==> src/rtl/mem_allocator.sv <==
// mem_allocator: arbiter and byte-serial sequencer for the shared byte-wide RAM port.
//
// Serves three requesters over one 8-bit RAM port:
//   - instruction fetch: 4-byte reads
//   - LSBuffer loads:    1/2/4-byte reads, zero-extended
//   - LSBuffer stores:   1/2/4-byte writes
// Fixed priority in IDLE is store > load > fetch. A store to the IO region is
// held off while the IO buffer is full.
//
// Ports:
//   clk_in, rst_in (sync, active-high), rdy_in (global enable; low freezes state)
//   if_to_alloc_en_in / if_a_in                 fetch request and address
//   alloc_to_if_gr_out / alloc_to_if_en_out     fetch grant / done pulses
//   if_d_out                                    fetched word, little-endian
//   lsb_to_alloc_r_en_in / lsb_r_offset_in / lsb_r_a_in   load request (offset = bytes-1)
//   alloc_to_lsb_r_gr_out / alloc_to_lsb_r_en_out         load grant / done pulses
//   lsb_d_out                                   load data, zero-extended
//   lsb_to_alloc_w_en_in / lsb_w_offset_in / lsb_w_a_in / lsb_d_in   store request
//   alloc_to_lsb_w_gr_out / alloc_to_lsb_w_en_out         store grant / done pulses
//   clear_branch_in      misprediction flush (aborts reads, not writes)
//   io_buffer_full_in    back-pressure for IO-region stores
//   mem_din / mem_dout / mem_a / mem_wr         RAM port (mem_wr masked by rdy_in)

module mem_allocator #(
    parameter int unsigned ADDR_WIDTH = 32,
    parameter logic [1:0]  IO_SEL     = 2'b11
) (
    input  logic                  clk_in,
    input  logic                  rst_in,
    input  logic                  rdy_in,

    input  logic                  if_to_alloc_en_in,
    input  logic [ADDR_WIDTH-1:0] if_a_in,
    output logic                  alloc_to_if_gr_out,
    output logic                  alloc_to_if_en_out,
    output logic [31:0]           if_d_out,

    input  logic                  lsb_to_alloc_r_en_in,
    input  logic [1:0]            lsb_r_offset_in,
    input  logic [ADDR_WIDTH-1:0] lsb_r_a_in,
    output logic                  alloc_to_lsb_r_gr_out,
    output logic                  alloc_to_lsb_r_en_out,
    output logic [31:0]           lsb_d_out,

    input  logic                  lsb_to_alloc_w_en_in,
    input  logic [1:0]            lsb_w_offset_in,
    input  logic [ADDR_WIDTH-1:0] lsb_w_a_in,
    input  logic [31:0]           lsb_d_in,
    output logic                  alloc_to_lsb_w_gr_out,
    output logic                  alloc_to_lsb_w_en_out,

    input  logic                  clear_branch_in,
    input  logic                  io_buffer_full_in,

    input  logic [7:0]            mem_din,
    output logic [7:0]            mem_dout,
    output logic [ADDR_WIDTH-1:0] mem_a,
    output logic                  mem_wr
);

    localparam int unsigned DW = 32;

    typedef enum logic [1:0] {
        ST_IDLE  = 2'd0,
        ST_READ  = 2'd1,
        ST_WRITE = 2'd2
    } state_e;

    // Sequencer state
    state_e                state_q, state_d;
    logic [2:0]            step_q, step_d;     // active edges elapsed since grant, minus one
    logic [1:0]            off_q, off_d;       // transfer length minus one
    logic [ADDR_WIDTH-1:0] base_q, base_d;
    logic                  own_if_q, own_if_d; // read owner: 1 = fetch, 0 = load
    logic [DW-1:0]         wdata_q, wdata_d;
    logic [DW-1:0]         rdata_q, rdata_d;

    // Registered outputs
    logic                  if_gr_q, if_gr_d;
    logic                  if_en_q, if_en_d;
    logic                  r_gr_q, r_gr_d;
    logic                  r_en_q, r_en_d;
    logic                  w_gr_q, w_gr_d;
    logic                  w_en_q, w_en_d;
    logic [DW-1:0]         if_d_q, if_d_d;
    logic [DW-1:0]         lsb_d_q, lsb_d_d;
    logic [ADDR_WIDTH-1:0] mem_a_q, mem_a_d;
    logic [7:0]            mem_dout_q, mem_dout_d;
    logic                  wr_q, wr_d;

    // Byte bookkeeping derived from the step counter
    logic [2:0] k_c;          // index of the edge being computed (1 = first after grant)
    logic       issue_c;      // another address still to be driven
    logic [1:0] iss_idx_c;    // byte index to drive on this edge
    logic [1:0] cap_idx_c;    // byte index arriving on mem_din this edge
    logic [4:0] cap_sh_c;
    logic [4:0] iss_sh_c;
    logic       store_ok_c;

    always_comb begin
        k_c        = step_q + 3'd1;
        issue_c    = (k_c <= 3'(off_q));
        iss_idx_c  = 2'(k_c);
        cap_idx_c  = 2'(k_c - 3'd2);
        cap_sh_c   = {cap_idx_c, 3'b000};
        iss_sh_c   = {iss_idx_c, 3'b000};
        // IO stores wait while the IO buffer cannot accept them
        store_ok_c = lsb_to_alloc_w_en_in &&
                     !((lsb_w_a_in[17:16] == IO_SEL) && io_buffer_full_in);
    end

    // Next-state and output logic
    always_comb begin
        state_d    = state_q;
        step_d     = step_q;
        off_d      = off_q;
        base_d     = base_q;
        own_if_d   = own_if_q;
        wdata_d    = wdata_q;
        rdata_d    = rdata_q;
        if_gr_d    = if_gr_q;
        if_en_d    = if_en_q;
        r_gr_d     = r_gr_q;
        r_en_d     = r_en_q;
        w_gr_d     = w_gr_q;
        w_en_d     = w_en_q;
        if_d_d     = if_d_q;
        lsb_d_d    = lsb_d_q;
        mem_a_d    = mem_a_q;
        mem_dout_d = mem_dout_q;
        wr_d       = wr_q;

        if (rdy_in) begin
            // Grant and done strobes are single-cycle pulses
            if_gr_d = 1'b0;
            if_en_d = 1'b0;
            r_gr_d  = 1'b0;
            r_en_d  = 1'b0;
            w_gr_d  = 1'b0;
            w_en_d  = 1'b0;

            unique case (state_q)
                ST_IDLE: begin
                    step_d  = 3'd0;
                    mem_a_d = '0;
                    wr_d    = 1'b0;
                    if (store_ok_c) begin
                        // Store is already committed, so a flush does not block it
                        state_d    = ST_WRITE;
                        base_d     = lsb_w_a_in;
                        off_d      = lsb_w_offset_in;
                        wdata_d    = lsb_d_in;
                        w_gr_d     = 1'b1;
                        mem_a_d    = lsb_w_a_in;
                        mem_dout_d = lsb_d_in[7:0];
                        wr_d       = 1'b1;
                    end else if (lsb_to_alloc_r_en_in && !clear_branch_in) begin
                        state_d  = ST_READ;
                        base_d   = lsb_r_a_in;
                        off_d    = lsb_r_offset_in;
                        own_if_d = 1'b0;
                        rdata_d  = '0;
                        r_gr_d   = 1'b1;
                        mem_a_d  = lsb_r_a_in;
                    end else if (if_to_alloc_en_in && !clear_branch_in) begin
                        state_d  = ST_READ;
                        base_d   = if_a_in;
                        off_d    = 2'd3;
                        own_if_d = 1'b1;
                        rdata_d  = '0;
                        if_gr_d  = 1'b1;
                        mem_a_d  = if_a_in;
                    end
                end

                ST_READ: begin
                    step_d = k_c;
                    if (clear_branch_in) begin
                        // Speculative read squashed: no completion reported
                        state_d = ST_IDLE;
                        step_d  = 3'd0;
                        mem_a_d = '0;
                    end else begin
                        if (issue_c) begin
                            mem_a_d = base_q + ADDR_WIDTH'(k_c);
                        end
                        // RAM returns byte i two edges after its address is registered
                        if (k_c >= 3'd2) begin
                            rdata_d = rdata_q | (DW'(mem_din) << cap_sh_c);
                        end
                        if (k_c == 3'(off_q) + 3'd2) begin
                            state_d = ST_IDLE;
                            step_d  = 3'd0;
                            mem_a_d = '0;
                            if (own_if_q) begin
                                if_en_d = 1'b1;
                                if_d_d  = rdata_d;
                            end else begin
                                r_en_d  = 1'b1;
                                lsb_d_d = rdata_d;
                            end
                        end
                    end
                end

                ST_WRITE: begin
                    step_d = k_c;
                    if (issue_c) begin
                        mem_a_d    = base_q + ADDR_WIDTH'(k_c);
                        mem_dout_d = 8'(wdata_q >> iss_sh_c);
                        wr_d       = 1'b1;
                    end else begin
                        state_d = ST_IDLE;
                        step_d  = 3'd0;
                        mem_a_d = '0;
                        wr_d    = 1'b0;
                        w_en_d  = 1'b1;
                    end
                end

                default: begin
                    state_d = ST_IDLE;
                    step_d  = 3'd0;
                    mem_a_d = '0;
                    wr_d    = 1'b0;
                end
            endcase
        end
    end

    // State and output registers
    always_ff @(posedge clk_in) begin
        if (rst_in) begin
            state_q    <= ST_IDLE;
            step_q     <= '0;
            off_q      <= '0;
            base_q     <= '0;
            own_if_q   <= 1'b0;
            wdata_q    <= '0;
            rdata_q    <= '0;
            if_gr_q    <= 1'b0;
            if_en_q    <= 1'b0;
            r_gr_q     <= 1'b0;
            r_en_q     <= 1'b0;
            w_gr_q     <= 1'b0;
            w_en_q     <= 1'b0;
            if_d_q     <= '0;
            lsb_d_q    <= '0;
            mem_a_q    <= '0;
            mem_dout_q <= '0;
            wr_q       <= 1'b0;
        end else begin
            state_q    <= state_d;
            step_q     <= step_d;
            off_q      <= off_d;
            base_q     <= base_d;
            own_if_q   <= own_if_d;
            wdata_q    <= wdata_d;
            rdata_q    <= rdata_d;
            if_gr_q    <= if_gr_d;
            if_en_q    <= if_en_d;
            r_gr_q     <= r_gr_d;
            r_en_q     <= r_en_d;
            w_gr_q     <= w_gr_d;
            w_en_q     <= w_en_d;
            if_d_q     <= if_d_d;
            lsb_d_q    <= lsb_d_d;
            mem_a_q    <= mem_a_d;
            mem_dout_q <= mem_dout_d;
            wr_q       <= wr_d;
        end
    end

    assign alloc_to_if_gr_out    = if_gr_q;
    assign alloc_to_if_en_out    = if_en_q;
    assign if_d_out              = if_d_q;
    assign alloc_to_lsb_r_gr_out = r_gr_q;
    assign alloc_to_lsb_r_en_out = r_en_q;
    assign lsb_d_out             = lsb_d_q;
    assign alloc_to_lsb_w_gr_out = w_gr_q;
    assign alloc_to_lsb_w_en_out = w_en_q;
    assign mem_a                 = mem_a_q;
    assign mem_dout              = mem_dout_q;
    // A frozen pipeline must not repeat a write strobe
    assign mem_wr                = wr_q & rdy_in;

endmodule

==> config.mk <==
export PLATFORM = sky130hd
export DESIGN_NAME = mem_allocator
export DESIGN_NICKNAME = d
export VERILOG_FILES = /design/src/rtl/mem_allocator.sv
export SDC_FILE = /design/constraint.sdc
export NUM_CORES = 1
export LEC_CHECK = 0
export ABC_AREA = 1
export CELL_PAD_IN_SITES_DETAIL_PLACEMENT = 1
export CELL_PAD_IN_SITES_GLOBAL_PLACEMENT = 1
export CORE_MARGIN = 3
export CORE_UTILIZATION = 35
export CTS_CLUSTER_DIAMETER = 150
export CTS_CLUSTER_SIZE = 24
export DETAILED_ROUTE_END_ITERATION = 12
export PLACE_DENSITY = 0.85
export SYNTH_ARGS = -nofsm -noshare
export SYNTH_HDL_FRONTEND = slang
export SYNTH_SLANG_ARGS = --single-unit
==> constraint.sdc <==
create_clock -name clk_in -period 2.95 [get_ports clk_in]
set_input_delay 0.7375 -clock clk_in [delete_from_list [all_inputs] [get_ports clk_in]]
set_output_delay 0.7375 -clock clk_in [all_outputs]
set_load 0.005 [all_outputs]
==> flow_summary.yaml, run 1 <==
yosys:
  post_synth_main_area_contributors: "sky130_fd_sc_hd__dfxtp_1, sky130_fd_sc_hd__nand2_1, sky130_fd_sc_hd__nor2_1"
  synth.cell_area_mm2: 0.0108
  seq_area_frac_synth_pct: 39.7
  synth-warning-count: 0
  syn-num-nets: 1813
  synth_cells: 1653
  synth_top_area_share_pct: 39.7
  synth_top_area_cell: "sky130_fd_sc_hd__dfxtp_1"
  yosysUniqueCellTypes: 35
  synth_area_per_cell_um2: 6.56
  synth_register_bits: 215
worst_hold_path:
  hp-class: "reg2reg"
global_routing:
  grt_start_max_net_pins: 67
  number_of_antenna_violations_at_the_first_check_in_global_routing: 5
  grt_use_total_pct: 24.3
  wire_length_of_the_first_global_routing_pass_mm: 66.1
  grt.overflow.total: 0
  number_of_global_route_vias_before_repair: 12400
clock_network:
  htree_levels: 1
  number_of_buffers_added_by_the_clock_tree_synthesis_step: 12
  cts.reportedPaths.clkPinSlew_ps: 100
  worstSkewPairLatency_ps: 500
  ctsLongestPathBuffers: 3
  clock_tree.root_cell: "sky130_fd_sc_hd__clkbuf_16"
  cts_tree: "yes"
  hold_fix_buffers_at_cts: 0
  clkSinkCount: 215
drt:
  route.vias.total: 12000
  drt_first_iter_violations: 693
  dr.pass1.iters: 5
  routed_via_density: 5.29
  drtAntennaViolNets: 0
  totalWireLength_mm: 42.2
  wire_per_inst_um: 18.7
  post-route-drc-count: 0
worst_setup_path:
  criticalPathCategory: "in2out"
  cpMaxStageDelayCell: "sky130_fd_sc_hd__clkdlybuf4s50_1"
  worstPathCellList: "clkdlybuf4s50_1 > nand2_1 > inv_1 > clkdlybuf4s50_1"
  gate_family_responsible_for_the_most_delay_along_the_worst_path: "buffers and inverters"
  setup.worst_path.end_class: "output port"
  path_buf_inv: 3
  timing.critical_path.fanout_max: 4
  crit_arrival_ps: 1980
  timing.critical_path.from_type: "primary input"
  cp_data_required_time_ps: 2210
  cp_slowest_stage_delay_ps: 590
  critical_path.most_common_cell: "sky130_fd_sc_hd__clkdlybuf4s50_1"
flow_run:
  max-cap-violations: 0
die:
  std_cell_rows: 63
  pin_count: 259
  floorplan.die_area_mm2: 0.0331
  chipHeight_um: 182
  starting_density_of_the_core_pct: 36.0
  core_area_mm2: 0.0301
  die_w_um: 182
status:
  outcome: "finished, final reports clean"
placement:
  preCtsSetupSlack_ps: 40.0
  place_congestion: 0.905
  io_buffer_count: 258
  place.detailed.hpwl_mm: 31.6
  post_dp_area_mm2: 0.0139
sta:
  hold-worst-slack_ps: 461
  fin_skew_ps: 32.3
  finalHoldViolCount: 0
  period_minus_slack_ps: 2720
  highest_clock_rate_ghz: 0.368
  count_of_pins_over_their_slew_limit: 0
  layout_setup_ws_ps: 231
  finalSetupTns_ps: 0
  actual_transition_at_the_worst_max_transition_pin_ps: 743
  setup-violations-final: 0
  rsz_0062_raised_after_global_routing: "no"
  headroom_to_the_max_slew_limit_pct: 50.5
  timing.final.crit_share_pct: 92.2
pwr:
  power.density_cell_area_mw_per_mm2: 427
  cellLeakagePower_nw: 5.68
  power.ir.vdd_worst_mv: 0.290
cells_and_area:
  drive_above_1_share_pct: 5.47
  finalCoreUtilization_pct: 47.4
  final_design_area_no_fill_mm2: 0.0143
  final_net_count: 2024
  syn_to_final_growth_pct: 31.6
## tightest hold or removal path: stages, from the launching register on
cell                      delay, ps
sky130_fd_sc_hd__dfxtp_1        310
sky130_fd_sc_hd__inv_1           60
sky130_fd_sc_hd__a21oi_1         50
## synthesized netlist by cell type
master                     count
sky130_fd_sc_hd__a211o_1       1
sky130_fd_sc_hd__a211oi_1      9
sky130_fd_sc_hd__a21oi_1      97
sky130_fd_sc_hd__a21oi_2      31
sky130_fd_sc_hd__a31oi_1      10
sky130_fd_sc_hd__buf_1         9
sky130_fd_sc_hd__buf_2        13
sky130_fd_sc_hd__buf_4         1
sky130_fd_sc_hd__buf_6         3
sky130_fd_sc_hd__clkbuf_1     75
sky130_fd_sc_hd__clkinv_1      1
sky130_fd_sc_hd__dfxtp_1     215
sky130_fd_sc_hd__fa_1          1
sky130_fd_sc_hd__ha_1         11
sky130_fd_sc_hd__inv_1        97
sky130_fd_sc_hd__inv_2         2
sky130_fd_sc_hd__nand2_1     448
sky130_fd_sc_hd__nand2_2       1
sky130_fd_sc_hd__nand3_1     170
sky130_fd_sc_hd__nand3b_1      1
sky130_fd_sc_hd__nand4_1       4
sky130_fd_sc_hd__nor2_1      240
sky130_fd_sc_hd__nor2_2        4
sky130_fd_sc_hd__nor2_4        1
sky130_fd_sc_hd__nor3_1        3
sky130_fd_sc_hd__nor3_2        1
sky130_fd_sc_hd__nor3b_1       1
sky130_fd_sc_hd__o211ai_1      1
sky130_fd_sc_hd__o21ai_0     155
sky130_fd_sc_hd__o21bai_1     18
sky130_fd_sc_hd__o31ai_1      16
sky130_fd_sc_hd__or2_1         1
sky130_fd_sc_hd__or2_2         2
sky130_fd_sc_hd__xnor2_1       4
sky130_fd_sc_hd__xor2_1        6
## per-stage QoR
stage / power (mW) / std cells
3_3_place_gp: 4.35 / 2240
5_1_grt: 6.38 / 2259
4_1_cts: 6.14 / 2254
6_report: 6.09 / 2259
2_1_floorplan: 3.80 / 1653
3_5_place_dp: 4.39 / 2240
## cell type report
class	instances	area [um^2]
Timing Repair Buffer	298	2990
Fill cell	3939	15800
Inverter	100	380
Clock buffer	13	304
Tap cell	390	488
Multi-Input combinational cell	1237	5770
Sequential cell	215	4300
Clock inverter	1	16.3
Antenna cell	5	12.5
## cells by family (layout without fill, tap and decap cells)
family,count (synthesis),in the layout,synth area share [%]
other,0,5,0
AOI/OAI and AO/OA,338,338,17.8
adders and majority gates,12,12,1.45
and+or+nand+nor,877,877,32.8
DFF,215,215,39.7
buffers and inverters,201,412,7.35
xor gates and xnor gates,10,10,0.808
## cells in the final DEF (no fill, tap or decap), drive strengths merged
| cell type | count |
|---|---|
| buf | 41 |
| ha | 11 |
| a31oi | 10 |
| nor3 | 4 |
| xnor2 | 4 |
| nand3 | 170 |
| nand2 | 449 |
| o211ai | 1 |
| nand4 | 4 |
| inv | 98 |
| nor3b | 1 |
| nor2 | 245 |
| fa | 1 |
| a21oi | 128 |
| nand3b | 1 |
| clkinvlp | 1 |
| or2 | 3 |
| a211o | 1 |
| o21ai | 155 |
| diode | 5 |
| clkdlybuf4s50 | 257 |
| clkinv | 2 |
| xor2 | 6 |
| clkbuf | 13 |
| dfxtp | 215 |
| o31ai | 16 |
| o21bai | 18 |
| a211oi | 9 |
## flip-flops by register name, summed over array words and instances, names as in the netlist, 2 cells and up
signal,flops
state_q,2
rdata_q,32
lsb_d_out,32
mem_a,32
off_q,2
wdata_q,32
if_d_out,32
mem_dout,8
step_q,3
base_q,32
## final timing paths
path | slack [ps] | endpoint | startpoint | depth (start not counted)
worst min register to register | 460 | wdata_q[8]$_SDFFE_PP0P_ | wdata_q[8]$_SDFFE_PP0P_ | 2
worst max-delay path | 230 | mem_wr | rdy_in | 4
worst max register to register | 260 | mem_a[18]$_SDFFE_PP0P_ | step_q[0]$_SDFFE_PP0P_ | 15
worst min-delay path | 460 | wdata_q[8]$_SDFFE_PP0P_ | wdata_q[8]$_SDFFE_PP0P_ | 2
## per-layer routing
layer | GRT usage (%) | vias up | wire length (um)
met5 | 0 | - | 0
met2 | 43.2 | 291 | 20800
met1 | 30.6 | 5789 | 18400
met4 | 7.86 | 0 | 1360
met3 | 2.86 | 76 | 1680
li1 | - | 5795 | -
## power breakdown
group	switching (mW)	internal (mW)	leakage, nW
clock	1.00	0.752	0.156
combinational	0.681	0.508	3.77
sequential	0.115	3.04	1.75
total	1.80	4.29	5.68
## repair_timing
item / in CTS / in global routing
gates resized for setup: 0 / 5
setup buffers: 0 / 0
endpoints found under the hold margin: 0 / 0
endpoints found under the setup margin: 0 / 42
No activity file was read; power rests on OpenSTA's default activity.
==> run 2, diff against run 1 <==
Settings changed: SLEW_MARGIN set to 30.
==> run 2 against run 1 <==
Maximum frequency shrank 0.55%. Global-route usage about the same. Count of clock-buffer cells in the layout is the same. Core utilization about the same. Cell area is essentially flat. Clock power hardly changed. Critical path type unchanged. Highest routed layer is now met5. Routed wire length down 0.39%. Via count is 0.44% lower. Critical path depth is the same. Largest power group unchanged. Final cell count grew 0.13%. Hold slack about the same.
==> flow_summary.yaml, run 2 (synthesized netlist as in run 1, its figures left out) <==
status:
  outcome: "finished, final reports clean"
cells_and_area:
  drive_above_1_share_pct: 5.42
  mostFrequentLayoutCells: "sky130_fd_sc_hd__nand2_1, sky130_fd_sc_hd__clkdlybuf4s50_1, sky130_fd_sc_hd__nor2_1"
  finalCoreUtilization_pct: 47.4
  syn_to_final_growth_pct: 31.6
  final-instance-count-excl-fill: 2262
  final_common_cell: "sky130_fd_sc_hd__nand2_1"
  final_net_count: 2024
  final.fill_count: 3957
worst_setup_path:
  path_buf_inv: 3
  worstPathCellList: "clkdlybuf4s50_1 > nand2_1 > inv_1 > clkdlybuf4s50_1"
  cp_data_required_time_ps: 2210
  setup.worst_path.end_class: "output port"
  critical_path.most_common_cell: "sky130_fd_sc_hd__clkdlybuf4s50_1"
  worstRegToRegCells: 14
  crit_arrival_ps: 2000
  crit-reg2reg-launch: "step_q[1]$_SDFFE_PP0P_"
  cpMaxStageDelayCell: "sky130_fd_sc_hd__clkdlybuf4s50_1"
  setup.reg_to_reg.worst_slack_ps: 280
  cp_slowest_stage_delay_ps: 590
  rr_endpoint: "mem_a[12]$_SDFFE_PP0P_"
  timing.critical_path.fanout_max: 4
  timing.critical_path.from: "rdy_in"
  gate_family_responsible_for_the_most_delay_along_the_worst_path: "buffers and inverters"
  criticalPathCategory: "in2out"
  timing.critical_path.from_type: "primary input"
die:
  core_area_mm2: 0.0301
  die_w_um: 182
  starting_density_of_the_core_pct: 36.0
  chipHeight_um: 182
  std_cell_rows: 63
  floorplan.die_area_mm2: 0.0331
  pin_count: 259
worst_hold_path:
  hp-class: "reg2reg"
  timing.hold.worst_path_depth: 2
  hold_start: "wdata_q[8]$_SDFFE_PP0P_"
  worst_hold_path.endpoint: "wdata_q[8]$_SDFFE_PP0P_"
clock_network:
  number_of_buffers_added_by_the_clock_tree_synthesis_step: 12
  ctsLongestPathBuffers: 3
  clkSinkCount: 215
  cts.reportedPaths.clkPinSlew_ps: 100
  cts_tree: "yes"
  hold_fix_buffers_at_cts: 0
  worstSkewPairLatency_ps: 500
  clock_tree.root_cell: "sky130_fd_sc_hd__clkbuf_16"
  htree_levels: 1
drt:
  post-route-drc-count: 0
  drt_first_iter_violations: 714
  route.vias.total: 11900
  wire_per_inst_um: 18.6
  totalWireLength_mm: 42.0
  routed_via_density: 5.26
  dr.pass1.iters: 5
  drtAntennaViolNets: 0
pwr:
  power.density_cell_area_mw_per_mm2: 426
  p_total_mw: 6.08
  power.ir.vdd_worst_mv: 0.308
  cellLeakagePower_nw: 5.68
sta:
  rsz_0062_raised_after_global_routing: "no"
  period_minus_slack_ps: 2730
  actual_transition_at_the_worst_max_transition_pin_ps: 748
  count_of_pins_over_their_slew_limit: 0
  fin_skew_ps: 30.0
  timing.final.crit_share_pct: 92.7
  layout_setup_ws_ps: 216
  finalSetupTns_ps: 0
  highest_clock_rate_ghz: 0.366
  finalHoldViolCount: 0
  setup-violations-final: 0
  headroom_to_the_max_slew_limit_pct: 50.1
placement:
  placedCellCount: 2240
  preCtsSetupSlack_ps: 45.0
  place_congestion: 0.905
  place.detailed.hpwl_mm: 31.5
  io_buffer_count: 258
global_routing:
  grt_start_max_net_pins: 67
  wire_length_of_the_first_global_routing_pass_mm: 66.3
  number_of_antenna_violations_at_the_first_check_in_global_routing: 9
  number_of_global_route_vias_before_repair: 12400
  grt.overflow.total: 0
  grt_use_total_pct: 24.4
flow_run:
  max-cap-violations: 0
## run 2: worst max-delay path by stage
stage,slack (ps),depth (start not counted),end
2_1_floorplan,200,13,if_d_out[24]$_SDFFE_PP0P_
3_3_place_gp,160,9,rdata_q[0]$_SDFFE_PP0P_
3_5_place_dp,40,12,mem_dout[0]$_SDFFE_PP0P_
4_1_cts,10,12,mem_dout[1]$_SDFFE_PP0P_
5_1_grt,20,14,mem_a[15]$_SDFFE_PP0P_
6_report,220,4,mem_wr
## run 2: worst min-delay path: stages, from the launching register on
cell,delay [ps]
sky130_fd_sc_hd__dfxtp_1,310
sky130_fd_sc_hd__inv_1,60
sky130_fd_sc_hd__a21oi_1,50
## run 2: metrics by stage
stage               hold WS [ps]  cell area, um^2
global route                 489            14300
global placement             439            13900
finish                       461            14300
floorplan                    430            10800
detailed placement           448            13900
CTS                          463            14200
## run 2: layer usage
layer | up-vias | GRT usage, % | part of all wire (%)
met2 | 280 | 42.6 | 49
li1 | 5790 | - | -
met1 | 5749 | 30.7 | 43
met5 | - | 0 | 0.031
met3 | 78 | 3.25 | 4.2
met4 | 2 | 8.62 | 3.7
## run 2: repair_timing
action	in CTS	in global routing
buffers inserted	0	0
gates resized for setup	0	3
setup endpoints to repair	0	19
endpoints found under the hold margin	0	0
## run 2: final cells by class
class,count,area [um^2],area share (%)
multi-input cells,1237,5770,40.4
flip-flops and latches,215,4300,30.2
repair buffers,298,2990,21.0
well taps,390,488,3.42
inverters,100,380,2.67
clock buffers,13,304,2.13
diodes,8,20.0,0.140
clock inverters,1,16.3,0.114
## run 2: power breakdown
part	internal [mW]	switching, mW	leakage, nW
Combinational	0.508	0.679	3.77
Clock	0.752	0.996	0.156
Sequential	3.04	0.113	1.75
Total	4.29	1.79	5.68
==> RTL edit (flow settings as in run 1) <==
Set the parameter `ADDR_WIDTH` to 48 (it was 32).
--- a/src/rtl/mem_allocator.sv
+++ b/src/rtl/mem_allocator.sv
@@ -22,7 +22,7 @@
 //   mem_din / mem_dout / mem_a / mem_wr         RAM port (mem_wr masked by rdy_in)
 
 module mem_allocator #(
-    parameter int unsigned ADDR_WIDTH = 32,
+    parameter int unsigned ADDR_WIDTH = 48,
     parameter logic [1:0]  IO_SEL     = 2'b11
 ) (
     input  logic                  clk_in,
Interface: changed (resized if_a_in, lsb_r_a_in, lsb_w_a_in and mem_a); port bits go from 259 to 323. No check against the original RTL was run, so the function may have changed too.
==> RTL edit against run 1 <==
  * Synthesized area increased by 20%
  * Power increased by 22%
  * Routed wire length increased by 27%
  * Setup slack got worse by 0.083 ns
  * Hold slack got worse by 0.00085 ns
  * Clock skew decreased by 0.0052 ns
  * Cell count increased by 22%
  * Cell area increased by 22%
  * Sequential cell count increased by 32
  * First-iteration DRC count increased by 1.4%
  * Register-to-register slack got worse by 0.11 ns
  * Critical path depth increased by 7
==> RTL edit: results (changes against run 1) <==
metric	value	unit	change
status	completed		unchanged
PortBufs	322		was 258
async set or reset register ratio after synthesis	0	%	unchanged
worst skew pair latency	0.50	ns	about the same
Yosys warning total	0		unchanged
Min-Delay Path Depth	2		unchanged
largest net degree at the start of global routing	75		was 67
antenna violations before repair	3		was 5
worst-case clock buffer depth	3		unchanged
Clock Skew	0.02718	ns	was 0.03233 ns
Mapped Nets	2203		was 1813
DPL Wire Length	39890	µm	was 31560 µm
P_leak	6.744	nW	was 5.678 nW
Filler cells	4719		was 3939
clock transition at the registers of the reported paths	0.11	ns	
Worst R2R Setup Slack	0.15	ns	was 0.26 ns
Post-Syn Instances	1995		was 1653
Post CTS Setup Buffer Count	0		unchanged
Final GP Congestion	0.8922		was 0.9048
Area growth syn-to-layout	33.39	%	was 31.58%
layout cell share with drive strength beyond 1	5.838	%	was 5.472%
worst min path class	reg -> reg		unchanged
Int Power	0.005175	W	was 0.004295 W
Setup WS pre-CTS	0.01828	ns	was 0.04001 ns
Total GRT Usage	25.90	%	was 24.32%
vias in the first global route	15130		was 12.37k
Max FO, Critical Path	11		was 4
VDD IR max	0.0002761	V	was 0.0002896 V
FMAX	356.9	MHz	was 367.8 MHz
Post-synth top cells	nand2_1 (515), nor2_1 (342), dfxtp_1 (247)		was nand2_1 (448), nor2_1 (240), dfxtp_1 (215)
Min Hold Slack	0.4604	ns	was 0.4612 ns
TritonCTS Buffers	14		was 12
DR WL/cell	19.47	µm	was 18.67 µm
Vias/cell	5.322		was 5.290
DP Area	0.01686	mm²	was 0.01391 mm²
1st-iter DRT viols	703		was 693
Worst Max-Slew Pin Slew	1.001	ns	was 0.7426 ns
PostCTS Resize Cnt	0		unchanged
H-tree levels	1		unchanged
register area share after synthesis	37.96	%	was 39.70%
Reg2Reg Depth	11		was 15
root buf cell	clkbuf_16		unchanged
Synth cell types	41		was 35
Final Non-Filler Cells	2748		was 2259
leading register cell type out of synthesis	dfxtp_1		unchanged
Synth area leaders	dfxtp_1 (38%), nand2_1 (15%), nor2_1 (9.9%), o21ai_0 (6.5%), nand3_1 (6.0%)		was dfxtp_1 (40%), nand2_1 (16%), nor2_1 (8.3%), nand3_1 (7.8%), o21ai_0 (7.2%)
post-layout net count	2486		was 2024
first-pass GRT wire length	82110	µm	was 66100 µm
drt pass-1 iters	5		unchanged
most frequent cell after synthesis	nand2_1		unchanged
CP Data Arrival Time	3.21	ns	was 1.98 ns
## RTL edit: logic make-up (layout without fill, tap and decap cells)
kind of cell,Yosys count,in the layout,synth area share (%)
other cells,0,2,0
fa+ha+maj,12,12,1.210
buf+inv,219,501,7.166
compound gates,439,439,19.12
xor+xnor,15,15,1.009
simple gates,1063,1064,33.53
flops,247,247,37.96
## RTL edit: area by class of cell
cell class / instances / area share, %
antenna: 2 / 0.02881
tap: 468 / 3.370
clock buffer: 15 / 2.160
clock inverter: 1 / 0.1152
multi-input combinational: 1530 / 41.42
inverter: 98 / 2.175
sequential: 247 / 28.46
timing repair buffer: 387 / 22.27
## RTL edit: final timing paths
kind	from	end
worst max-delay path	step_q[1]	mem_a[29]
worst min-delay path	rdata_q[1]	rdata_q[1]
worst min register to register	rdata_q[1]	rdata_q[1]
worst max register to register	step_q[1]	mem_a[29]
## RTL edit: worst max-delay path: stages, from the launching register on
cell,delay [ns]
dfxtp_1,0.37
inv_1,0.05
ha_1,0.35
clkinv_1,0.16
ha_1,0.32
inv_1,0.12
o21bai_1,0.12
a21oi_4,0.20
o21ai_4,0.15
nor2_2,0.56
nand2_1,0.13
a21oi_1,0.17
## RTL edit: power groups by stage
stage               Sequential [W]  Combinational (W)  Clock [W]
finish                     0.00368            0.00167    0.00210
global route               0.00370            0.00184    0.00228
CTS                        0.00367            0.00165    0.00217
detailed placement         0.00375            0.00163          0
global placement           0.00374            0.00159          0
floorplan                  0.00370           0.000890          0
## RTL edit: per-layer routing
metal  wire [µm]  vias to the layer above  part of all wire (%)  track usage (%)
met2       26740                      387                    50            47.05
li1            -                     7100                     -                -
met3        2512                       80                   4.7            3.133
met1       22560                     7055                    42            32.05
met5          13                        -                 0.024                0
met4        1668                        2                   3.1            7.756
